`src/rtl/fifo_rd_stream_pkg.sv`:
```
// Shared constants and types for the FIFO read-side stream adapter.
// Also referenced by fifo_async formal properties and benches.
package fifo_rd_stream_pkg;

  localparam int FIFO_RD_LATENCY = 1;
  localparam int SKID_DEPTH      = 2;

  typedef enum logic [1:0] {
    OCC_EMPTY = 2'd0,
    OCC_ONE   = 2'd1,
    OCC_FULL  = 2'd2
  } occ_state_e;

endpackage

```
`src/rtl/skid_buf2.sv`:
```
// Two-entry FIFO-ordered skid buffer with 1-bit head/tail pointers.
// Occupancy is kept as a small FSM that also drives the valid output.
module skid_buf2
  import fifo_rd_stream_pkg::*;
#(
  parameter int DATA_WIDTH = 8
) (
  input  logic                  clk,
  input  logic                  rst,
  input  logic                  push,
  input  logic                  pop,
  input  logic [DATA_WIDTH-1:0] wdata,
  output logic [DATA_WIDTH-1:0] rdata,
  output logic [1:0]            occ,
  output logic                  valid
);

  occ_state_e            state_reg;
  occ_state_e            state_next;
  logic                  head_reg;
  logic                  tail_reg;
  logic [DATA_WIDTH-1:0] mem_reg [SKID_DEPTH];
  logic                  push_ok;
  logic                  pop_ok;

  // Guards keep a misbehaving caller from corrupting pointers.
  assign push_ok = push && (state_reg != OCC_FULL);
  assign pop_ok  = pop  && (state_reg != OCC_EMPTY);

  always_ff @(posedge clk or posedge rst) begin
    if (rst) begin
      state_reg <= OCC_EMPTY;
    end else begin
      state_reg <= state_next;
    end
  end

  always_comb begin
    state_next = state_reg;
    case (state_reg)
      OCC_EMPTY: if (push_ok) state_next = OCC_ONE;
      OCC_ONE: begin
        if (push_ok && !pop_ok)      state_next = OCC_FULL;
        else if (!push_ok && pop_ok) state_next = OCC_EMPTY;
      end
      OCC_FULL:  if (pop_ok && !push_ok) state_next = OCC_ONE;
      default:   state_next = OCC_EMPTY;
    endcase
  end

  always_comb begin
    valid = (state_reg != OCC_EMPTY);
    occ   = state_reg;
  end

  always_ff @(posedge clk or posedge rst) begin
    if (rst) begin
      head_reg <= 1'b0;
      tail_reg <= 1'b0;
      for (int i = 0; i < SKID_DEPTH; i++) mem_reg[i] <= '0;
    end else begin
      head_reg <= head_reg ^ pop_ok;
      tail_reg <= tail_reg ^ push_ok;
      if (push_ok) mem_reg[tail_reg] <= wdata;
    end
  end

  // With push and pop at occ=1 the head advances onto the freshly written tail.
  assign rdata = mem_reg[head_reg];

endmodule

```
`src/rtl/fifo_rd_stream.sv`:
```
// Converts the raw fifo_async read port (strobe, empty, 1-cycle data) into a
// valid/ready stream; reads are issued only when the skid buffer has room.
module fifo_rd_stream
  import fifo_rd_stream_pkg::*;
#(
  parameter int DATA_WIDTH = 8
) (
  input  logic                  i_clk,
  input  logic                  i_rst,
  input  logic                  i_fifo_empty,
  input  logic [DATA_WIDTH-1:0] i_fifo_rdata,
  output logic                  o_fifo_rd,
  output logic                  o_valid,
  output logic [DATA_WIDTH-1:0] o_data,
  input  logic                  i_ready,
  output logic [1:0]            o_occ
);

  logic       inflight_reg;
  logic       pop;
  logic [1:0] occ;
  logic [2:0] pending;

  assign pop = o_valid & i_ready;

  // Words already owned after this cycle: buffered plus arriving minus leaving.
  assign pending = {1'b0, occ} + {2'b00, inflight_reg} - {2'b00, pop};

  assign o_fifo_rd = !i_rst && !i_fifo_empty && (pending < 3'(SKID_DEPTH));

  always_ff @(posedge i_clk or posedge i_rst) begin
    if (i_rst) begin
      inflight_reg <= 1'b0;
    end else begin
      inflight_reg <= o_fifo_rd;
    end
  end

  skid_buf2 #(
    .DATA_WIDTH(DATA_WIDTH)
  ) u_skid (
    .clk  (i_clk),
    .rst  (i_rst),
    .push (inflight_reg),
    .pop  (pop),
    .wdata(i_fifo_rdata),
    .rdata(o_data),
    .occ  (occ),
    .valid(o_valid)
  );

  assign o_occ = occ;

endmodule

```
`config.mk`:
```
export PLATFORM = sky130hd
export DESIGN_NAME = fifo_rd_stream
export DESIGN_NICKNAME = d
export VERILOG_FILES = /design/src/rtl/fifo_rd_stream_pkg.sv /design/src/rtl/skid_buf2.sv /design/src/rtl/fifo_rd_stream.sv
export SDC_FILE = /design/constraint.sdc
export NUM_CORES = 1
export LEC_CHECK = 0
export BUFFER_PORTS_ARGS = -buffer_cell sky130_fd_sc_hd__buf_2
export CAP_MARGIN = 25
export CORE_MARGIN = 8
export CORE_UTILIZATION = 54
export CTS_BUF_LIST = sky130_fd_sc_hd__clkbuf_8
export CTS_CLUSTER_SIZE = 25
export DETAILED_ROUTE_END_ITERATION = 6
export PLACE_DENSITY = 0.8
export RECOVER_POWER = 50
export SYNTH_ARGS = -nofsm -noshare
export SYNTH_HDL_FRONTEND = slang
export SYNTH_SLANG_ARGS = --single-unit
```
`constraint.sdc`:
```
create_clock -name i_clk -period 2.6 [get_ports i_clk]
set_input_delay 0.52 -clock i_clk [delete_from_list [all_inputs] [get_ports i_clk]]
set_output_delay 0.52 -clock i_clk [all_outputs]
set_load 0.01 [all_outputs]
```
# == Yosys cells after proc, flatten, opt, wreduce, memory -nomap -nowiden ==
# Cells that the tools add are included.
# Widths: inputs -> output; s select.
# word_totals
reg_bits,21
inputBits,12
out_inout_bits,12
elab_cells,48
# classes
add_sub_neg,2
magnitude_cmp,4
eq_ne,6
n_mux,11
bitwise,5
n_reduce_logical,14
# ops
cell,count
$mux 8,4
$bwmux 16,1
$demux 8 s1,1
$mux 2,4
$logic_and 1x1->1,7
$pmux 2 s3,1
$ge 2x2->1 const B,2
$logic_not 1->1,4
$ne 2x1->1 const B,2
$not 1->2,2
$add 2x1->3,1
$lt 3x2->1 const B,1
$ne 3x1->1 const B,1
$reduce_and 3->1,1
$sub 3x1->3,1
$eq 2x1->1 const B,1
$eq 2x2->1 const B,1
$logic_not 2->1,1
$lt 2x1->1 const B,1
$ne 2x2->1 const B,1
$reduce_bool 2->1,1
$xor 1x1->1,2
$and 1x1->1,1

# == Logic depth before layout (Yosys ltp) ==
# depth
ltp_word,7
depth_mapped,7
mapped_depth_nobuf,7

# == Cells and area by module ==
# A second synthesis with hierarchy kept.
# unflattened
cells_unflattened,72
area_unflattened_um2,1026.0
# by_module_without_submodules
module,instances,cells_each,area_each_um2,seq_area_each_um2
skid_buf2,1,63,924.6,500.5
fifo_rd_stream,1,9,101.3,25.0

# == Least setup slack after synthesis ==
# Ideal clock, no wire load.
# synth_path
kind,flip-flop to output port
start,"register u_skid.state_reg[1], in the netlist u_skid.occ[1]"
end,output port o_fifo_rd
arrival_time_ps,2043
required_time_ps,2080
setup_slack_ps,37
stages_incl_launch_ff,8
path_buffers,0
path_cell_list,dfrtp_1 o21ai_2 inv_1 ha_1 nand2b_1 fa_1 xor2_1 nor4b_2
# synth_via
elab_chain_len,5
word_cells_on_any_way,6
cone_classes,add/sub: 2; order compare: 1; bitwise: 1; reduce/logical: 2
# synth_rtl
item,line_no,text
from (decl),skid_buf2.sv:18,occ_state_e state_reg;
from (signal assigned),skid_buf2.sv:34,state_reg <= state_next;
branches (longest 2 deep; another with $add 2x1->3),--,
$sub 3x1->3 (*),fifo_rd_stream.sv:27,"assign pending = {1'b0, occ} + {2'b00, inflight_reg} - {2'b00, pop};"
$lt 3x2->1 (*),fifo_rd_stream.sv:29,assign o_fifo_rd = !i_rst && !i_fifo_empty && (pending < 3'(SKID_DEPTH));
$logic_and 1x1->1 (*),fifo_rd_stream.sv:29,
to (decl),fifo_rd_stream.sv:12,"output logic o_fifo_rd,"
# Every way passes the cells marked *.

# == Worst setup path after layout ==
# Ends and elaborated chain as after synthesis.

==> impl_metrics.json <==
{
  "final_cell_mix": "mux2_1 (24), buf_2 (22), dfrtp_1 (21)",
  "r2r_cells": 7,
  "hpwl_mm": 1.43,
  "rsz0062_at_grt": "yes",
  "grt_pass1_vias": 699,
  "layout.nets": 121,
  "violations": "negative setup slack",
  "ys_types": 18,
  "syn_avg_cell_area_sq_um": 14.0,
  "clockBufferDepth": 2,
  "synth_top_family_by_area": "multiplexers",
  "leakage_nw": 0.623,
  "syn_to_final_growth_pct": 22.6,
  "htree_levels": 1,
  "grt_pass1_wl_mm": 3.03,
  "largest_reg_flops": 16,
  "synth_compound_area_frac": 0.0209,
  "grt_max_degree": 22,
  "period_share": 1.04,
  "status": "complete, but fails checks",
  "final.min_clock_period_ns": 2.71,
  "drtIter0Drc": 5,
  "cts.sinks": 21,
  "synth_mux_area_frac": 0.275,
  "design_area_sq_um": 1250,
  "cts-root-buf": "clkbuf_8",
  "dr.pass1.iters": 4,
  "rows": 15,
  "vdd_ir_drop_max_v": 0.000728,
  "wl_mm": 1.83,
  "core-area_sq_um": 1750,
  "drt_drc_violations_left": 0,
  "dieArea_sq_um": 3530,
  "synth_top_area_share": 0.516,
  "antenna_found_initial": 0,
  "multiInputGateArea_sq_um": 472,
  "clk_latency_ns": 0.25,
  "port-buffer-count": 23,
  "timing.fmax_mhz": 370,
  "postRouteAntennaNets": 0,
  "cap_violations": 0,
  "num_vias": 644,
  "setup_slack_ns": -0.105,
  "worst_ep_required_time_ns": 2.08,
  "skew_ns": 0.00301,
  "regArea_sq_um": 526,
  "routedWlPerCell_microns": 14.4,
  "syn_inst": 73,
  "relSlewSlack": 0.488,
  "tightest_slew_ns": 0.768,
  "yosys_warnings": 0,
  "fillers": 131,
  "die_x_microns": 59.4,
  "drv_slew": 0,
  "hold_buffers": 0,
  "crit_path_start_kind": "flop",
  "synth_top_area_cell": "dfrtp_1",
  "track_usage": 0.114,
  "num_antenna_cells": 0,
  "r2r_start": "u_skid.occ[1]$_DFFE_PP0P_",
  "rrSetupSlack_ns": 0.75,
  "syn-num-nets": 91,
  "cts_buffers": 3,
  "synth_area_sq_um": 1020,
  "initial_core_util": 0.584,
  "synth_seq_area_share": 0.516,
  "synthSimpleGateAreaFrac": 0.0504,
  "hold_violations": 0,
  "grt_remaining_overflow": 0,
  "path_clk_slew_ns": 0.07,
  "worstHoldPathType": "input port to asynchronous set/reset pin",
  "gp_congestion": 0.653,
  "die_h_microns": 59.4,
  "setup-violations-final": 1,
  "synth_area_leaders": "dfrtp_1 (52%), mux2_1 (27%), ha_1 (6.1%)",
  "setup_tns_ns": -0.105,
  "cts_tree": "yes",
  "synth_xor_area_frac": 0.0172,
  "crit_start": "u_skid.occ[1]$_DFFE_PP0P_",
  "vias_per_cell": 5.07,
  "critPathKind": "flop to primary output",
  "crit_fanout": 2,
  "ys_seq_elements": 21,
  "drive_gt1_frac": 0.343,
  "power_density_nw_per_um2": 1170,
  "synth-adder-area-share": 0.0811,
  "arrival_ns": 2.19,
  "crit_path_end_kind": "primary output",
  "final_common_cell": "mux2_1",
  "boundaryPins": 24,
  "post_dp_cell_area_sq_um": 1170
}
[cell usage after synthesis, drive strengths merged]
| cell | instances |
|---|---|
| buf | 3 |
| nand3b | 1 |
| and2 | 1 |
| o22ai | 2 |
| fa | 1 |
| nor4b | 1 |
| xnor2 | 1 |
| o21ai | 1 |
| mux2 | 24 |
| inv | 6 |
| nand2b | 2 |
| or2 | 1 |
| dfrtp | 21 |
| nand2 | 1 |
| mux2i | 1 |
| ha | 5 |
| xor2 | 1 |
[kinds of logic after synthesis]
| logic type | count (synthesis) |
|---|---|
| buf+inv | 9 |
| mux | 25 |
| xor+xnor | 2 |
| flops | 21 |
| compound gates | 3 |
| simple gates | 7 |
| fa+ha+maj | 6 |
[what timing repair did]
item                                    4_1_cts  5_1_grt
gates resized for setup                       2        1
pin swaps                                     2        2
setup buffers                                 2        0
endpoints found under the setup margin        1        1
[metrics by stage]
step,std cells,worst slack (ns),util,power [mW],hold WS (ns)
3_3_place_gp,121,-0.0193,0.670,1.20,0.460
2_1_floorplan,73,0.0369,-,1.00,0.450
4_1_cts,127,-0.202,0.711,1.48,0.421
6_report,127,-0.105,0.715,1.46,0.424
5_1_grt,127,-0.223,0.715,1.57,0.442
3_5_place_dp,121,-0.0754,0.670,1.24,0.467
[final timing paths]
kind / end
max in group asynchronous: u_skid.mem_reg[11]$_DFFE_PP0P_
max reg2reg: inflight_reg$_DFF_PP0_
min reg2reg: u_skid.mem_reg[14]$_DFFE_PP0P_
min in group i_clk: inflight_reg$_DFF_PP0_
min: inflight_reg$_DFF_PP0_
max: o_fifo_rd
[area by class of cell]
class / count / share of cell area
Inverter: 6 / 0.0180
Tap cell: 25 / 0.0251
Sequential cell: 21 / 0.421
Clock buffer: 3 / 0.0331
Clock inverter: 1 / 0.00401
Multi-Input combinational cell: 43 / 0.378
Timing Repair Buffer: 28 / 0.121
[worst max-delay path, cell delays in order, from the launching register on]
cell	delay [ns]
dfrtp_1	0.39
o21ai_2	0.16
inv_1	0.07
ha_1	0.27
nand2b_4	0.14
fa_2	0.33
xor2_1	0.17
nor4b_4	0.22
buf_2	0.17
[metal layers]
| layer | GRT usage | wire length [microns] | up-vias | share of wire |
|---|---|---|---|---|
| li1 | - | - | 305 | - |
| met1 | 0.119 | 755 | 325 | 0.41 |
| met2 | 0.199 | 984 | 12 | 0.54 |
| met3 | 0.0347 | 77 | 2 | 0.042 |
| met4 | 0.0614 | 14 | 0 | 0.0076 |
| met5 | 0 | 0 | - | 0 |
[power by group]
part / switching [mW] / leakage (nW) / internal (mW) / total (mW)
Sequential: 0.102 / 0.254 / 0.487 / 0.589
Clock: 0.0978 / 0.0255 / 0.106 / 0.204
Combinational: 0.303 / 0.344 / 0.366 / 0.668
Note: power is estimated with default switching activity, not from simulation.
